--- config.mk ---
export PLATFORM = sky130hd
export DESIGN_NAME = uart_rx_flat
export DESIGN_NICKNAME = d
export VERILOG_FILES = /design/src/rtl/uart_rx_if.sv /design/src/rtl/uart_rx.sv /design/src/flat_wrapper.sv
export SDC_FILE = /design/constraint.sdc
export NUM_CORES = 1
export LEC_CHECK = 0
export ABC_AREA = 0
export ABC_CLOCK_PERIOD_IN_PS = 4500
export CAP_MARGIN = 20
export CORE_MARGIN = 10
export CORE_UTILIZATION = 63
export DETAILED_ROUTE_END_ITERATION = 16
export PLACE_DENSITY_LB_ADDON = 0.15
export SYNTH_ARGS = -nofsm -noshare
export SYNTH_HDL_FRONTEND = slang
export SYNTH_SLANG_ARGS = --single-unit
export TNS_END_PERCENT = 100
--- constraint.sdc ---
create_clock -name clk -period 4.5 [get_ports clk]
set_input_delay 0.9 -clock clk [delete_from_list [all_inputs] [get_ports clk]]
set_output_delay 0.9 -clock clk [all_outputs]
set_load 0.01 [all_outputs]
--- src/rtl/uart_rx_if.sv ---
// Byte-side handshake between the UART receiver and its consumer.
// The receiver (master) presents bytes and error pulses; the consumer (slave) acknowledges.
interface uart_rx_if;
    logic [7:0] rx_data;
    logic       rx_valid;
    logic       rx_ack;
    logic       frame_err;
    logic       overrun;

    modport master (
        output rx_data,
        output rx_valid,
        output frame_err,
        output overrun,
        input  rx_ack
    );

    modport slave (
        input  rx_data,
        input  rx_valid,
        input  frame_err,
        input  overrun,
        output rx_ack
    );
endinterface

--- src/rtl/uart_rx.sv ---
// 8N1 UART receiver with 16x oversampling from a 50 MHz clock.
// Finds the start bit, samples each bit at mid-period and hands bytes to the
// consumer over a valid/ack handshake with framing-error and overrun pulses.
module uart_rx (
    input  logic       clk,
    input  logic       rst,
    input  logic [2:0] baud_sel,
    input  logic       rx,
    output logic       busy,
    uart_rx_if.master  bus
);
    typedef enum logic [1:0] {S_IDLE, S_START, S_DATA, S_STOP} state_t;

    state_t      state_q, state_d;
    logic        rx_meta_q, rx_meta_d;
    logic        rx_s_q, rx_s_d;
    logic        rx_prev_q, rx_prev_d;
    logic [1:0]  flush_q, flush_d;
    logic [15:0] div_q, div_d;
    logic [15:0] cnt_q, cnt_d;
    logic [3:0]  os_q, os_d;
    logic [2:0]  bit_q, bit_d;
    logic [7:0]  shift_q, shift_d;
    logic [7:0]  data_q, data_d;
    logic        valid_q, valid_d;
    logic        ferr_q, ferr_d;
    logic        ovr_q, ovr_d;
    logic [15:0] div_sel;
    logic        start_det;
    logic        tick;

    // Oversample divisor for each rate code (50 MHz / (16 * baud)).
    function automatic logic [15:0] baud_div(input logic [2:0] sel);
        case (sel)
            3'b001:  baud_div = 16'd163;
            3'b010:  baud_div = 16'd81;
            3'b011:  baud_div = 16'd54;
            3'b100:  baud_div = 16'd27;
            default: baud_div = 16'd326;
        endcase
    endfunction

    // The synchronizer powers up at the idle level, so after reset the edge
    // detector waits until rx_prev holds a genuine line sample; otherwise a
    // line held low through reset release would look like a falling edge.
    assign div_sel   = baud_div(baud_sel);
    assign start_det = (state_q == S_IDLE) && (flush_q == 2'd3) && rx_prev_q && !rx_s_q;
    assign tick      = (state_q != S_IDLE) && (cnt_q == 16'd0);

    // Next-state logic: synchronizer, baud timing, frame FSM and handshake.
    always_comb begin
        state_d   = state_q;
        rx_meta_d = rx;
        rx_s_d    = rx_meta_q;
        rx_prev_d = rx_s_q;
        flush_d   = (flush_q == 2'd3) ? flush_q : flush_q + 2'd1;
        div_d     = div_q;
        cnt_d     = cnt_q;
        os_d      = os_q;
        bit_d     = bit_q;
        shift_d   = shift_q;
        data_d    = data_q;
        valid_d   = valid_q;
        ferr_d    = 1'b0;
        ovr_d     = 1'b0;

        if (start_det) begin
            div_d = div_sel;
            cnt_d = div_sel - 16'd1;
        end else if (cnt_q == 16'd0) begin
            cnt_d = div_q - 16'd1;
        end else begin
            cnt_d = cnt_q - 16'd1;
        end

        if (bus.rx_ack && valid_q) begin
            valid_d = 1'b0;
        end

        case (state_q)
            S_IDLE: begin
                if (start_det) begin
                    state_d = S_START;
                    os_d    = 4'd0;
                end
            end
            S_START: begin
                if (tick) begin
                    if (os_q == 4'd7) begin
                        if (rx_s_q) begin
                            state_d = S_IDLE;
                        end else begin
                            state_d = S_DATA;
                            os_d    = 4'd0;
                            bit_d   = 3'd0;
                        end
                    end else begin
                        os_d = os_q + 4'd1;
                    end
                end
            end
            S_DATA: begin
                if (tick) begin
                    if (os_q == 4'd15) begin
                        shift_d = {rx_s_q, shift_q[7:1]};
                        os_d    = 4'd0;
                        if (bit_q == 3'd7) begin
                            state_d = S_STOP;
                        end else begin
                            bit_d = bit_q + 3'd1;
                        end
                    end else begin
                        os_d = os_q + 4'd1;
                    end
                end
            end
            S_STOP: begin
                if (tick) begin
                    if (os_q == 4'd15) begin
                        state_d = S_IDLE;
                        os_d    = 4'd0;
                        if (!rx_s_q) begin
                            ferr_d = 1'b1;
                        end else if (!valid_q || bus.rx_ack) begin
                            // A same-cycle ack frees the buffer, so the new byte wins.
                            data_d  = shift_q;
                            valid_d = 1'b1;
                        end else begin
                            ovr_d = 1'b1;
                        end
                    end else begin
                        os_d = os_q + 4'd1;
                    end
                end
            end
            default: state_d = S_IDLE;
        endcase
    end

    // Control state and outputs: synchronous active-high reset.
    always_ff @(posedge clk) begin
        if (rst) begin
            state_q   <= S_IDLE;
            rx_meta_q <= 1'b1;
            rx_s_q    <= 1'b1;
            rx_prev_q <= 1'b1;
            flush_q   <= 2'd0;
            div_q     <= 16'd326;
            cnt_q     <= 16'd0;
            os_q      <= 4'd0;
            bit_q     <= 3'd0;
            data_q    <= 8'h00;
            valid_q   <= 1'b0;
            ferr_q    <= 1'b0;
            ovr_q     <= 1'b0;
        end else begin
            state_q   <= state_d;
            rx_meta_q <= rx_meta_d;
            rx_s_q    <= rx_s_d;
            rx_prev_q <= rx_prev_d;
            flush_q   <= flush_d;
            div_q     <= div_d;
            cnt_q     <= cnt_d;
            os_q      <= os_d;
            bit_q     <= bit_d;
            data_q    <= data_d;
            valid_q   <= valid_d;
            ferr_q    <= ferr_d;
            ovr_q     <= ovr_d;
        end
    end

    // Receive shift register: pure data path, no reset needed.
    always_ff @(posedge clk) begin
        shift_q <= shift_d;
    end

    assign busy          = (state_q != S_IDLE);
    assign bus.rx_data   = data_q;
    assign bus.rx_valid  = valid_q;
    assign bus.frame_err = ferr_q;
    assign bus.overrun   = ovr_q;
endmodule
--- src/flat_wrapper.sv ---
// flat-port wrapper written by rule: the top's interface ports become plain ports
module uart_rx_flat 
  (clk, rst, baud_sel, rx, busy, bus_rx_data, bus_rx_valid, bus_frame_err, bus_overrun, bus_rx_ack);
  uart_rx_if bus_i ();
  input  logic clk;
  input  logic rst;
  input  logic [2:0] baud_sel;
  input  logic rx;
  output logic busy;
  output wire logic [$bits(bus_i.rx_data)-1:0] bus_rx_data;
  output wire logic [$bits(bus_i.rx_valid)-1:0] bus_rx_valid;
  output wire logic [$bits(bus_i.frame_err)-1:0] bus_frame_err;
  output wire logic [$bits(bus_i.overrun)-1:0] bus_overrun;
  input wire logic [$bits(bus_i.rx_ack)-1:0] bus_rx_ack;
  assign bus_rx_data = bus_i.rx_data;
  assign bus_rx_valid = bus_i.rx_valid;
  assign bus_frame_err = bus_i.frame_err;
  assign bus_overrun = bus_i.overrun;
  assign bus_i.rx_ack = bus_rx_ack;
  uart_rx u_core (.clk(clk), .rst(rst), .baud_sel(baud_sel), .rx(rx), .busy(busy), .bus(bus_i));
endmodule
==> results of run 1 <==
-- critical path: cells and delay by family (launching register included) --
| family | cells | cell delay [ns] |
|---|---|---|
| and+or+nand+nor | 4 | 1.65 |
| adders and majority gates | 1 | 0.27 |
| DFF | 1 | 0.34 |
| AOI/OAI and AO/OA | 4 | 0.69 |
-- metrics by stage --
stage | worst slack (ns) | power (mW)
2_1_floorplan | 1.77 | 1.06
3_3_place_gp | 1.38 | 1.14
3_5_place_dp | 1.37 | 1.14
4_1_cts | 1.43 | 1.66
5_1_grt | 1.23 | 1.75
6_report | 1.40 | 1.66
-- sequential cells by signal, indices dropped and copies added, names as in the netlist, named ones only --
name,cells
u_core.cnt_q,16
u_core.div_q,9
u_core.bus.rx_data,8
u_core.shift_q,8
u_core.os_q,4
u_core.bit_q,3
u_core.flush_q,2
u_core.bus.frame_err,1
u_core.bus.overrun,1
u_core.bus.rx_valid,1
u_core.rx_meta_q,1
u_core.rx_prev_d,1
u_core.rx_prev_q,1
u_core.state_q,1
-- logic make-up (layout without fill, tap and decap cells) --
family	Yosys count	in the layout	synth area share
and+or+nand+nor	135	135	0.259
AOI/OAI and AO/OA	83	83	0.186
DFF	58	58	0.423
buffers and inverters	22	44	0.0320
adders and majority gates	11	11	0.0469
muxes	11	11	0.0375
xor gates and xnor gates	5	5	0.0149
-- metal layers --
layer  vias to the layer above  share of wire
li1                       1238              -
met1                      1200           0.46
met2                       109           0.44
met3                        11          0.080
met4                         0          0.017
met5                         -              0
-- power groups by stage --
stage,clock network [mW],registers (mW),logic (mW)
after floorplan,0,0.624,0.435
after global placement,0,0.636,0.502
after detailed placement,0,0.637,0.505
after CTS,0.512,0.627,0.521
after global routing,0.537,0.637,0.578
final,0.503,0.629,0.530
-- cell usage in the layout, fill, tap and decap left out, types with 5 or more instances in the layout --
| master | instances |
|---|---|
| dfxtp_1 | 50 |
| nor2_1 | 36 |
| a21oi_1 | 27 |
| nand2_1 | 24 |
| clkdlybuf4s50_1 | 18 |
| o21ai_0 | 15 |
| nor3_1 | 13 |
| nand3_1 | 12 |
| mux2i_1 | 11 |
| ha_1 | 11 |
| clkbuf_8 | 9 |
| inv_1 | 8 |
| edfxtp_1 | 8 |
| nand2b_1 | 6 |
| a31oi_1 | 6 |
| nand3b_1 | 6 |
| or2_2 | 5 |
-- worst max path at each step --
stage,from,endpoint,slack [ns],cells past startpoint
global placement,rst,u_core.cnt_q[10],1.38,5
global route,u_core.cnt_q[9],u_core.cnt_q[8],1.23,9
CTS,u_core.cnt_q[9],u_core.cnt_q[8],1.43,9
floorplan,u_core.cnt_q[9],u_core.cnt_q[6],1.77,12
finish,u_core.cnt_q[9],u_core.cnt_q[8],1.40,9
detailed placement,rst,u_core.cnt_q[10],1.37,5
-- area by class of cell --
class / count / area (sq um) / share of cell area
multi-input combinational: 245 / 1600 / 0.479
clock inverter: 7 / 83.8 / 0.0251
timing repair buffer: 20 / 195 / 0.0585
tap: 52 / 65.1 / 0.0195
sequential: 58 / 1240 / 0.372
clock buffer: 9 / 124 / 0.0371
inverter: 8 / 30.0 / 0.00900
==> metrics.md, run 1 <==
| Metric | Value |
|---|---|
| EDFF count, synth | `8` |
| GRT overflow | `0` |
| Nature of the critical path endpoint | `flip-flop` |
| Post-synthesis sequential area ratio | `0.423` |
| Core Area | `4440 sq um` |
| Hold WS | `0.409 ns` |
| Static Leakage | `1.18 nW` |
| Global-route wire length before repair | `between 10 and 15 mm` |
| Clock root cell | `clkbuf_8` |
| NetSw | `0.577 mW` |
| Worst-path cell chain | `or4_1 -> or4_4 -> nor2_4 -> a21oi_1 -> ha_1 -> nand3_1 -> a311oi_1 -> a211oi_1 -> a211oi_1` |
| Hold_buf cts | `0` |
| Setup violators final | `0` |
| Status | `finished, final reports clean` |
| H-tree depth | `3` |
| Die W | `88.2 um` |
| Cell Area, Synth | `2930 sq um` |
| Crit path arrival time | `3.27 ns` |
| Pwr dens | `498 nW/um^2` |
| Min cycle time layout | `around 3.1 ns` |
| Inst Count DP | `383` |
| Initial drt markers | `about 240` |
| Max-cap violations | `0` |
| FF-to-FF setup slack | `about 1.4 ns` |
| Worst hold path class | `reg2reg` |
| GRT Util Overall | `0.177` |
| Share of cells above drive strength 1 | `0.101` |
| Post-DP HPWL | `4.44 mm` |
| Final core occ | `0.751` |
| Post-CTS Setup Bufs | `0` |
| Post-route ant nets | `0` |
| Number of synthesized register bits | `58` |
| Initial Util | `0.660` |
| Delay of the slowest critical-path stage | `~0.68 ns` |
| Die Y | `88.2 um` |
| Int Power | `around 1.1 mW` |
| Synth Instances | `325` |
| Nets@finish | `360` |
| CP most frequent cell | `a211oi_1` |
| Pin count of the biggest net entering global routing | `24` |
| Asr flop ratio synth | `0` |
| Mean Syn Cell Area | `roughly 9 sq um` |
| Grt met2 use | `0.272` |
| Layer with the highest usage | `met2` |
| M3 GR Usage | `0.0423` |
| Slew margin rel. | `0.357` |
| Reg2reg path depth | `9` |
| Final design area excluding fillers | `3340 sq um` |
| Syn Nets | `343` |
| Setup TNS | `0 ns` |
| Die Area | `7780 sq um` |
| R2r startpoint | `u_core.cnt_q[9]` |
| CTS Sinks | `58` |
| Share of the synthesized area in the top cell type | `0.341` |
| Startpoint of the worst hold path | `u_core.rx_meta_q` |
| Fill count | `between 300 and 400` |
| Power share of the combinational group | `0.319` |
| Final hold vios | `0` |
| Placed cell area | `~3100 sq um` |
| Port bufs | `18` |
| WHS Endpoint | `u_core.rx_prev_d` |
| Max-slew violations | `0` |
| Flop pwr share | `0.378` |
| Unrepaired setup endpoints after global routing | `no` |
| Yosys warns | `0` |
| Row count | `24` |
| CTS buffer count | `9` |
| Drt wl/cell | `about 17 um` |
| Non-filler cells, final | `399` |
| Clock power frac | `0.303` |
| GPL Wtd Cong | `roughly 0.92` |
| GR Util met1 | `0.227` |
| Ys flop type | `dfxtp_1` |
| Critical Path Slowest Stage Cell | `or4_1` |
| DR pass1 iterations | `5` |
| Crit share post-route | `0.690` |
| Crit path kind | `reg2reg` |
| Cell variety after synth | `61` |
| Final Skew | `0.00466 ns` |
| Clock latency on the worst-skew pair | `0.33 ns` |
| Reg-to-reg endpoint | `u_core.cnt_q[8]` |
| Critical-path maximum fanout | `7` |
| Clock slew at reported path FFs | `approximately 0.060 ns` |
| DRC | `0` |
| Final WL | `6.59 mm` |
| Number of antenna cells inserted | `0` |
| IR drop worst, VDD | `282 uV` |
| CTS resizes | `0` |
| CTS tree | `built` |
| Cell taking the most area after synthesis | `dfxtp_1` |
| Worst-Margin Slew | `0.961 ns` |
| Clock buffer depth | `2` |
| Layout area overhead | `13.8%` |
| Critical path launch point type | `flip-flop` |
| # IOs | `19` |
| Most frequent cell after synthesis | `dfxtp_1` |
| Vias per cell | `6.41` |
| Vias in the first global route | `2,341` |
| Routed via count | `between 2,000 and 3,000` |
| Largest cells by area after synthesis | `dfxtp_1 34%, edfxtp_1 8.2%, ha_1 4.7%` |
| Peak Freq | `0.322 GHz` |
| Initial antenna violation count | `0` |
| Switching Share | `0.347` |
| Hold depth | `1` |
| Critical Path RT | `4.67 ns` |
| Synth cell count leaders | `50 x dfxtp_1, 36 x nor2_1, 27 x a21oi_1` |
Note: power is estimated with default switching activity, not from simulation.
==> inputs of run 2 (changes only) <==
Settings changed: ABC_CLOCK_PERIOD_IN_PS 4500 to 2500, CORE_UTILIZATION 63 to 53.
Clock period 4.5 ns to 2.5 ns, I/O delays scaled along.
==> metrics.md, run 2 (synthesis results as in run 1) <==
| Metric | Value |
|---|---|
| GPL Wtd Cong | `0.918 (-0.44%)` |
| Port bufs | `18 (unchanged)` |
| Crit path arrival time | `2.69 ns (-0.58 ns)` |
| Hold_buf cts | `0 (unchanged)` |
| Pwr dens | `894 nW/um^2 (+79%)` |
| Max reg flops | `16 (unchanged)` |
| Max-slew violations | `0 (unchanged)` |
| Layout area overhead | `25.6%` |
| Nature of the critical path endpoint | `flip-flop` |
| Post-DP HPWL | `5.14 mm (+16%)` |
| Pwr Total | `3.29 mW (+98%)` |
| Vias in the first global route | `2,526 (+7.9%)` |
| Worst path bufs/invs | `0 (unchanged)` |
| Pin count of the biggest net entering global routing | `16 (-33%)` |
| DRC | `0 (unchanged)` |
| Placed cell area | `3420 sq um (+9.4%)` |
| CTS Sinks | `58 (unchanged)` |
| Non-filler cells, final | `451 (+13%)` |
| Die W | `94.4 um (+7.0%)` |
| Crit share post-route | `0.985 (+0.296)` |
| Nets@finish | `392 (+8.9%)` |
| Final WL | `7.41 mm (+12%)` |
| Number of antenna cells inserted | `0 (unchanged)` |
| Worst-path cell chain | `or4_4 -> or4_4 -> nor2_4 -> a21oi_2 -> ha_2 -> or3b_4 -> or3_4 -> a311oi_2 -> a21oi_1 -> a21oi_2` |
| Leading cell type in the layout, fill and taps excluded | `dfxtp_1` |
| Clock slew at reported path FFs | `0.07 ns (about the same)` |
| Crit path kind | `reg2reg` |
| Crit-path leading delay family | `simple AND/OR/NAND/NOR gates` |
| Final Skew | `0.00692 ns (+0.00226 ns)` |
| Final design area excluding fillers | `3680 sq um (+10%)` |
| Min cycle time layout | `2.46 ns (-0.640 ns)` |
| Status | `finished, final reports clean` |
| Core Area | `5440 sq um (+22%)` |
| Clock root cell | `clkbuf_8` |
| IR drop worst, VDD | `515 uV (+83%)` |
| DR pass1 iterations | `4 (-1)` |
| Post-route ant nets | `0 (unchanged)` |
| Delay of the slowest critical-path stage | `0.53 ns (-0.15 ns)` |
| Worst-Margin Slew | `0.575 ns (-0.386 ns)` |
| Slew margin rel. | `0.614 (+0.257)` |
| Die Area | `8910 sq um (+14%)` |
| Static Leakage | `1.33 nW (+13%)` |
| Critical Path Slowest Stage Cell | `or4_4` |
| Global-route wire length before repair | `12.0 mm (+9.6%)` |
| Biggest regs | `u_core.cnt_q (16), u_core.div_q (9)` |
| GRT Util Overall | `0.169 (-0.00750)` |
| CTS tree | `built` |
| Share of cells above drive strength 1 | `0.227 (+0.126)` |
| Most frequent cells in the layout | `45 x dfxtp_1, 36 x nor2_1, 32 x buf_4` |
| Routed via count | `2,652 (+3.7%)` |
| Unrepaired setup endpoints after global routing | `yes` |
| Worst hold path class | `reg2reg` |
| Initial antenna violation count | `0 (unchanged)` |
| GRT overflow | `0 (unchanged)` |
| Max-cap violations | `0 (unchanged)` |
| Critical-path maximum fanout | `3 (-4)` |
| H-tree depth | `3 (unchanged)` |
| Vias per cell | `5.88 (-8.3%)` |
| Row count | `27 (+13%)` |
| Initial Util | `0.539 (-0.121)` |
| Die Y | `94.4 um (+7.0%)` |
| Peak Freq | `0.406 GHz (+26%)` |
| Critical Path RT | `2.73 ns (-1.94 ns)` |
| Clock buffer depth | `2 (unchanged)` |
| Inst Count DP | `434 (+13%)` |
| Setup violators final | `0 (unchanged)` |
| Initial drt markers | `222 (-6.7%)` |
| # IOs | `19 (unchanged)` |
| Drt wl/cell | `16.4 um (-0.53%)` |
| Final hold vios | `0 (unchanged)` |
| Largest Register | `u_core.cnt_q` |
| Critical path launch point type | `flip-flop` |
| Clock latency on the worst-skew pair | `0.34 ns (about the same)` |
| CTS buffer count | `9 (unchanged)` |
==> run 2: cell type report <==
class | instances | area, sq um
Clock buffer | 9 | 124
Timing Repair Buffer | 52 | 460
Fill cell | 425 | 1760
Multi-Input combinational cell | 245 | 1650
Tap cell | 72 | 90.1
Sequential cell | 58 | 1250
Clock inverter | 7 | 78.8
Inverter | 8 | 30.0
==> run 2: where the power goes <==
group / total (mW) / internal, mW / switching (mW)
Clock: 0.868 / 0.466 / 0.402
Sequential: 1.11 / 1.04 / 0.0739
Combinational: 1.31 / 0.594 / 0.717
Total: 3.29 / 2.10 / 1.19
==> run 2: repair_timing <==
action	in CTS	in global routing
endpoints found under the setup margin	4	7
pin swaps	3	6
gates resized for setup	4	11
setup buffers	0	1
==> run 2: stage by stage <==
stage	hold WS [ns]	utilization	TNS, ns	setup slack [ns]
3_3_place_gp	0.397	0.630	0	0.0261
3_5_place_dp	0.404	0.630	-0.0799	-0.0456
6_report	0.415	0.677	0	0.0363
5_1_grt	0.455	0.677	-0.0470	-0.0470
4_1_cts	0.420	0.671	0	0.0152
2_1_floorplan	0.389	-	-0.583	-0.186
==> run 2: final timing paths <==
| check | start | endpoint | slack [ns] | cells past startpoint |
|---|---|---|---|---|
| max reg2reg | u_core.cnt_q[12] | u_core.cnt_q[6] | 0.04 | 10 |
| min | u_core.rx_meta_q | u_core.rx_prev_d | 0.42 | 1 |
| min reg2reg | u_core.rx_meta_q | u_core.rx_prev_d | 0.42 | 1 |
| max | u_core.cnt_q[12] | u_core.cnt_q[6] | 0.04 | 10 |
==> run 2: metal layers <==
layer / vias to the layer above / GRT usage / part of all wire
li1: 1313 / - / -
met1: 1211 / 0.216 / 0.45
met2: 111 / 0.256 / 0.45
met3: 17 / 0.0373 / 0.071
met4: 0 / 0.100 / 0.022
met5: - / 0 / 0
==> run 2: worst register-to-register path, delay by kind of cell, from the launching register on <==
family	cells	cell delay, ns
adder cells (fa/ha/maj)	1	0.21
AO/OA/AOI/OAI	4	0.36
flip-flops	1	0.32
AND/OR/NAND/NOR	5	1.46
